[src/rtl/ddr_line_fetcher_pkg.sv]
// Shared definitions for the scanline fetcher: FSM encoding and the Ddr read-request
// field layout used to split a beat address into bank/row/col.
package ddr_line_fetcher_pkg;

  typedef enum logic [1:0] {
    ST_IDLE    = 2'd0,
    ST_FETCH   = 2'd1,
    ST_DRAIN   = 2'd2,
    ST_RESTART = 2'd3
  } fetch_state_e;

  localparam int DDR_COL_W  = 8;
  localparam int DDR_BANK_W = 3;
  localparam int DDR_ROW_W  = 13;
  localparam int DDR_ADDR_W = DDR_ROW_W + DDR_BANK_W + DDR_COL_W;

  // Row-bank-col ordering keeps a sequential line within one row for 256 beats.
  typedef struct packed {
    logic [DDR_ROW_W-1:0]  row;
    logic [DDR_BANK_W-1:0] bank;
    logic [DDR_COL_W-1:0]  col;
  } ddr_rd_req_t;

  function automatic ddr_rd_req_t split_beat_addr(input logic [DDR_ADDR_W-1:0] beat_addr);
    return ddr_rd_req_t'(beat_addr);
  endfunction

endpackage

[src/rtl/ddr_line_fetcher_sync_fifo.sv]
// Single-clock FIFO with occupancy count and synchronous flush; head is combinational
// from storage and reads as zero while empty.
module ddr_line_fetcher_sync_fifo #(
  parameter int WIDTH = 32,
  parameter int DEPTH = 64,
  localparam int AW = $clog2(DEPTH),
  localparam int CW = AW + 1
) (
  input  logic             clk_i,
  input  logic             rst_ni,
  input  logic             flush_i,
  input  logic             push_i,
  input  logic [WIDTH-1:0] wdata_i,
  input  logic             pop_i,
  output logic [WIDTH-1:0] rdata_o,
  output logic [CW-1:0]    count_o,
  output logic             empty_o
);

  logic [WIDTH-1:0] mem_q [DEPTH];
  logic [AW-1:0]    wr_ptr_q;
  logic [AW-1:0]    rd_ptr_q;
  logic [CW-1:0]    count_q;

  always_ff @(posedge clk_i) begin
    if (!rst_ni || flush_i) begin
      wr_ptr_q <= '0;
      rd_ptr_q <= '0;
      count_q  <= '0;
    end else begin
      if (push_i) wr_ptr_q <= wr_ptr_q + AW'(1);
      if (pop_i)  rd_ptr_q <= rd_ptr_q + AW'(1);
      if (push_i && !pop_i)      count_q <= count_q + CW'(1);
      else if (!push_i && pop_i) count_q <= count_q - CW'(1);
    end
  end

  always_ff @(posedge clk_i) begin
    if (push_i && !flush_i) mem_q[wr_ptr_q] <= wdata_i;
  end

  assign empty_o = (count_q == '0);
  assign count_o = count_q;
  assign rdata_o = empty_o ? '0 : mem_q[rd_ptr_q];

endmodule

[src/rtl/ddr_line_fetcher.sv]
// Scanline prefetch: issues one Ddr read per pixel pair on line_start, buffers returns
// under a credit limit and hands them out as 16-bit pixels.
module ddr_line_fetcher
  import ddr_line_fetcher_pkg::*;
#(
  parameter int LINE_PIXELS = 640,
  parameter int FIFO_DEPTH  = 64,
  parameter int ADDR_W      = 24
) (
  input  logic              clk133_p,
  input  logic              rst,
  input  logic              line_start,
  input  logic [ADDR_W-1:0] line_addr,
  output logic              req_valid,
  input  logic              req_ready,
  output logic [ADDR_W-1:0] req_addr,
  input  logic              rd_valid,
  input  logic [31:0]       rd_data,
  input  logic              pix_pop,
  output logic              pix_valid,
  output logic [15:0]       pix_data,
  output logic              busy,
  output logic              underrun
);

  localparam int LINE_BEATS = LINE_PIXELS / 2;
  localparam int BW = $clog2(LINE_BEATS + 1);
  localparam int CW = $clog2(FIFO_DEPTH) + 1;
  localparam int SW = CW + 1;

  fetch_state_e      state_q;
  logic [ADDR_W-1:0] addr_q;
  logic [BW-1:0]     beats_q;
  logic [CW-1:0]     outst_q, outst_d;
  logic              half_q, underrun_q, req_valid_q;

  logic [CW-1:0] fifo_cnt, cnt_d;
  logic [31:0]   head;
  logic          fifo_empty;
  logic          acc, ret, push, pop_ok, deq, flush, stay_fetch, credit_ok;

  always_comb begin
    acc    = req_valid_q && req_ready;
    ret    = rd_valid && (outst_q != '0);
    push   = ret && (state_q != ST_RESTART);
    pop_ok = pix_pop && !fifo_empty;
    deq    = pop_ok && half_q;
    flush  = (state_q == ST_IDLE && line_start) || (state_q == ST_RESTART && outst_q == '0);

    outst_d = outst_q;
    if (acc && !ret)      outst_d = outst_q + CW'(1);
    else if (!acc && ret) outst_d = outst_q - CW'(1);

    cnt_d = fifo_cnt;
    if (push && !deq)      cnt_d = fifo_cnt + CW'(1);
    else if (!push && deq) cnt_d = fifo_cnt - CW'(1);

    // req_valid is registered, so credit is judged on next-cycle occupancy.
    stay_fetch = (state_q == ST_FETCH) && !line_start && !(acc && beats_q == BW'(1));
    credit_ok  = (SW'(cnt_d) + SW'(outst_d)) < SW'(FIFO_DEPTH);
  end

  ddr_line_fetcher_sync_fifo #(.WIDTH(32), .DEPTH(FIFO_DEPTH)) u_fifo (
    .clk_i   (clk133_p),
    .rst_ni  (rst),
    .flush_i (flush),
    .push_i  (push),
    .wdata_i (rd_data),
    .pop_i   (deq),
    .rdata_o (head),
    .count_o (fifo_cnt),
    .empty_o (fifo_empty)
  );

  always_ff @(posedge clk133_p) begin
    if (!rst) begin
      state_q     <= ST_IDLE;
      addr_q      <= '0;
      beats_q     <= '0;
      outst_q     <= '0;
      half_q      <= 1'b0;
      underrun_q  <= 1'b0;
      req_valid_q <= 1'b0;
    end else begin
      req_valid_q <= stay_fetch && credit_ok;
      outst_q     <= outst_d;

      if (flush)       half_q <= 1'b0;
      else if (pop_ok) half_q <= ~half_q;

      if (flush)                       underrun_q <= 1'b0;
      else if (pix_pop && fifo_empty)  underrun_q <= 1'b1;

      case (state_q)
        ST_IDLE: begin
          if (line_start) begin
            addr_q  <= line_addr;
            beats_q <= BW'(LINE_BEATS);
            state_q <= ST_FETCH;
          end
        end
        ST_FETCH: begin
          if (acc) begin
            addr_q  <= addr_q + ADDR_W'(1);
            beats_q <= beats_q - BW'(1);
          end
          if (line_start) begin
            addr_q  <= line_addr;
            state_q <= ST_RESTART;
          end else if (acc && beats_q == BW'(1)) begin
            state_q <= ST_DRAIN;
          end
        end
        ST_DRAIN: begin
          if (line_start) begin
            addr_q  <= line_addr;
            state_q <= ST_RESTART;
          end else if (outst_q == '0) begin
            state_q <= ST_IDLE;
          end
        end
        ST_RESTART: begin
          // Beats still in flight belong to the abandoned line and are dropped.
          if (line_start) addr_q <= line_addr;
          if (outst_q == '0) begin
            beats_q <= BW'(LINE_BEATS);
            state_q <= ST_FETCH;
          end
        end
        default: state_q <= ST_IDLE;
      endcase
    end
  end

  assign req_valid = req_valid_q;
  assign req_addr  = addr_q;
  assign busy      = (state_q != ST_IDLE);
  assign underrun  = underrun_q;
  assign pix_valid = !fifo_empty;
  assign pix_data  = half_q ? head[31:16] : head[15:0];

endmodule

[config.mk]
export PLATFORM = sky130hd
export DESIGN_NAME = ddr_line_fetcher
export DESIGN_NICKNAME = d
export VERILOG_FILES = /design/src/rtl/ddr_line_fetcher_pkg.sv /design/src/rtl/ddr_line_fetcher_sync_fifo.sv /design/src/rtl/ddr_line_fetcher.sv
export SDC_FILE = /design/constraint.sdc
export NUM_CORES = 2
export LEC_CHECK = 0
export CAP_MARGIN = 10
export CORE_ASPECT_RATIO = 0.7
export CORE_MARGIN = 5
export CORE_UTILIZATION = 25
export DETAILED_ROUTE_END_ITERATION = 10
export SYNTH_ARGS = -nofsm -noshare
export SYNTH_HDL_FRONTEND = slang
export SYNTH_HIERARCHICAL = 1
export SYNTH_SLANG_ARGS = --single-unit
[constraint.sdc]
create_clock -name clk133_p -period 4.8 [get_ports clk133_p]
set_input_delay 0.72 -clock clk133_p [delete_from_list [all_inputs] [get_ports clk133_p]]
set_output_delay 0.72 -clock clk133_p [all_outputs]
set_load 0.03 [all_outputs]
==> flow_summary.json <==
{
  "status": "finished with violations",
  "violations": "negative setup slack",
  "synth-seq-cells": 2118,
  "crit_required_ps": 4080,
  "core_area_um2": 329400,
  "power_density_nw_per_um2": 427.4,
  "final_util": 0.2988,
  "path_common_cell": "buf_12",
  "p_total_mw": 42.07,
  "wirelength_um": 247500,
  "final_net_count": 4395,
  "crit_chain": "buf_12 > buf_12 > buf_12 > inv_2 > mux2i_1 > o22ai_1 > o21ai_1 > buf_4 > o311ai_0 > mux2_4 > buf_12",
  "clk-insertion-delay-late_ps": 850,
  "worst_slew_pin_slew_ps": 1254,
  "crit_path_max_incr_delay_ps": 530,
  "synth_nets": 4037,
  "crit_slowest_cell": "inv_2",
  "area_growth_syn_to_layout_pct": 18.70,
  "first_pass_iters": 6,
  "synth_ff_type": "edfxtp_1",
  "cts_max_level": 4,
  "dp.cells": 8441,
  "grt_pass1_vias": 42288,
  "avgRoutedWirePerCell_um": 28.04,
  "synth-warning-count": 6,
  "syn_avg_cell_area_um2": 21.01,
  "drive_gt1_frac": 0.2793,
  "ir_drop_v": 0.0002943,
  "overflow": 0,
  "synthCells": 3948,
  "route.detailed.drc": 0,
  "cts_tree": "done",
  "cts_buffers": 194,
  "die_w_um": 698.4,
  "place_ws_ps": 264.1,
  "max_freq_mhz": 206.4,
  "post-dp-hpwl_um": 145000,
  "synth_edf_count": 2048,
  "finalSetupViolations": 1,
  "start_util": 0.2517,
  "synth-async-reset-ratio": 0,
  "hold_class": "input port to flop",
  "die_area_um2": 343500,
  "worst-path-buf-inv": 6,
  "stdcell_area_um2": 98440,
  "port_buffers": 105,
  "top_level_ports": 106,
  "clockBufferDepth": 4,
  "cts-root-buf": "clkbuf_16",
  "worstHoldPathCells": 1,
  "placed_area_um2": 91490,
  "path_class": "flop to output port",
  "avgViaCountPerCell": 4.988,
  "clock-sinks": 2118,
  "grt_max_degree": 65,
  "grt_setup_unrepaired": "yes",
  "synth_seq_area_share": 0.7585,
  "ys_types": 78,
  "die_h_um": 491.9,
  "fin_worst_skew_ps": 69.76,
  "antenna_left": 0,
  "min_from": "rd_data[4]",
  "seq_area_um2": 62920,
  "critical-path-top-delay-family": "buffers and inverters",
  "cp_max_fo": 28,
  "hold_end": "u_fifo/mem_q[1][4]$_DFFE_PP_",
  "multi_input_area_um2": 19440,
  "cts_hold_buf": 0,
  "min_period_ps": 4845,
  "crit_arrival_ps": 4130,
  "max_cap_violations": 0,
  "track_usage": 0.1392,
  "max-slew-margin-rel": 0.1643,
  "hold_ws_ps": 313.2,
  "reg2reg_depth": 15,
  "min_period_over_period": 1.009,
  "drt_iter0_markers": 6062,
  "leakagePower_nw": 29.39,
  "r2r-start": "u_fifo/count_o[0]$_SDFFE_PP0P_",
  "start_kind": "flop",
  "final_max_slew_viol_count": 0,
  "grt_pass1_wl_um": 343200,
  "num_rows": 176,
  "setup_slack_ps": -45.08,
  "final.setup.tns_ps": -45.08,
  "hold_violations": 0,
  "end_kind": "output port",
  "vias": 44031,
  "syn_area_um2": 82930,
  "grt_antenna_before_repair": 36,
  "place_congestion": 0.7953,
  "rr_endpoint": "u_fifo/count_o[6]$_SDFFE_PP0P_",
  "clkSlewWorstSetupHoldPaths_ps": 60,
  "r2r_setup_slack_ps": 750,
  "layout.cells.non_filler": 8828,
  "fill_cells": 31643
}
-- state kept, by name, summed over array words and instances, names as in the netlist, named ones only --
name             count
req_valid            1
half_q               1
u_fifo/rd_ptr_q      6
state_q              2
u_fifo/mem_q      2048
outst_q              7
underrun             1
req_addr            24
beats_q              9
u_fifo/count_o       7
u_fifo/wr_ptr_q      6
-- layout make-up --
cell class | count | share of cell area
Clock inverter | 108 | 0.009825
Inverter | 29 | 0.001182
Antenna cell | 13 | 0.0003305
Clock buffer | 236 | 0.05207
Timing Repair Buffer | 371 | 0.04452
Multi-Input combinational cell | 1592 | 0.1975
Tap cell | 4361 | 0.05543
Sequential cell | 2118 | 0.6391
-- power by group --
group,switching (mW),leakage [nW],internal [mW]
Sequential,0.197,19.0,20.5
Combinational,3.87,7.41,2.23
Clock,6.78,2.99,8.50
-- repair_timing --
| item | CTS | global route |
|---|---|---|
| buffers inserted | 17 | 7 |
| gates resized for setup | 43 | 27 |
| pin swaps | 2 | 2 |
| endpoints found under the setup margin | 16 | 14 |
| cloned | 4 | 2 |
-- cell usage after synthesis (all sizes together) (18+ instances only) --
| master | instances | share of area |
|---|---|---|
| mux2i | 185 | 0.022 |
| nand2 | 128 | 0.0058 |
| mux4 | 502 | 0.14 |
| and3 | 18 | 0.0014 |
| mux2 | 33 | 0.0045 |
| o22ai | 37 | 0.0028 |
| buf | 143 | 0.011 |
| xnor2 | 26 | 0.0027 |
| xor2 | 21 | 0.0022 |
| nor3 | 45 | 0.0028 |
| nor2b | 22 | 0.0017 |
| a21oi | 40 | 0.0024 |
| o21ai | 50 | 0.0032 |
| inv | 28 | 0.0013 |
| nand4 | 21 | 0.0017 |
| edfxtp | 2048 | 0.74 |
| a211oi | 18 | 0.0016 |
| nand3 | 30 | 0.0018 |
| clkbuf | 66 | 0.0030 |
| a22oi | 57 | 0.0052 |
| nor2 | 146 | 0.0067 |
| dfxtp | 70 | 0.017 |
| ha | 26 | 0.0039 |
-- worst reg2reg max path: stages (launching register included) --
cell,delay (ps)
dfxtp_1,580
nor3_1,110
nand2_1,190
inv_1,100
buf_4,130
nand3b_1,360
inv_1,510
inv_1,100
ha_1,250
inv_1,240
fa_1,280
a21o_1,130
a21oi_1,120
o21a_1,210
o311ai_0,430
mux2i_1,230
-- cells by family after synthesis --
family                   share of synthesized area
AND/OR/NAND/NOR                            0.02817
adder cells (fa/ha/maj)                   0.004164
XOR/XNOR                                  0.004964
multiplexers                                0.1631
flip-flops                                  0.7585
buffers and inverters                      0.01522
AO/OA/AOI/OAI                              0.02587
-- placed cells by master (no fill, tap or decap), types with 12 or more instances in the layout --
cell type | netlist | layout
edfxtp_1 | 2048 | 2048
mux4_2 | 502 | 502
clkbuf_16 | 0 | 199
mux2i_1 | 185 | 178
buf_4 | 49 | 164
nand2_1 | 128 | 127
buf_12 | 0 | 92
nor2_1 | 144 | 77
dfxtp_1 | 70 | 66
nor2_4 | 0 | 64
clkdlybuf4s50_1 | 0 | 57
a22oi_1 | 57 | 54
nor3_1 | 44 | 41
clkinv_1 | 1 | 41
a21oi_1 | 40 | 40
o21ai_0 | 44 | 39
clkinv_2 | 0 | 37
o22ai_1 | 37 | 34
clkbuf_1 | 66 | 34
buf_2 | 70 | 32
mux2_2 | 33 | 30
nand3_1 | 30 | 29
xnor2_1 | 26 | 26
ha_1 | 26 | 26
inv_1 | 26 | 24
xor2_1 | 21 | 21
nor2b_1 | 22 | 20
nand4_1 | 20 | 20
and3_1 | 18 | 18
a211oi_1 | 18 | 17
bufinv_16 | 0 | 17
and2_1 | 15 | 15
a221oi_1 | 15 | 15
a31oi_1 | 15 | 14
diode_2 | 0 | 13
nor4_1 | 15 | 12
-- how the worst max path moves through the flow --
| stage | startpoint | end | slack, ps | cells after the start |
|---|---|---|---|---|
| 3_3_place_gp | flop | pix_data[4] | 240 | 8 |
| 3_5_place_dp | flop | pix_data[4] | 260 | 8 |
| 5_1_grt | flop | pix_data[9] | -20 | 11 |
| 6_report | flop | pix_data[1] | -50 | 11 |
| 2_1_floorplan | rd_valid | u_fifo/mem_q[63][0]$_DFFE_PP_ | 900 | 8 |
| 4_1_cts | flop | pix_data[8] | -70 | 9 |
-- layer usage --
| layer | wire length, µm | global-route usage | vias up |
|---|---|---|---|
| li1 | - | - | 17252 |
| met1 | 107700 | 0.2101 | 23907 |
| met2 | 105800 | 0.1996 | 2496 |
| met3 | 28570 | 0.03746 | 368 |
| met4 | 5415 | 0.02838 | 8 |
| met5 | 61 | 0 | - |
(Power assumes the default switching activity.)
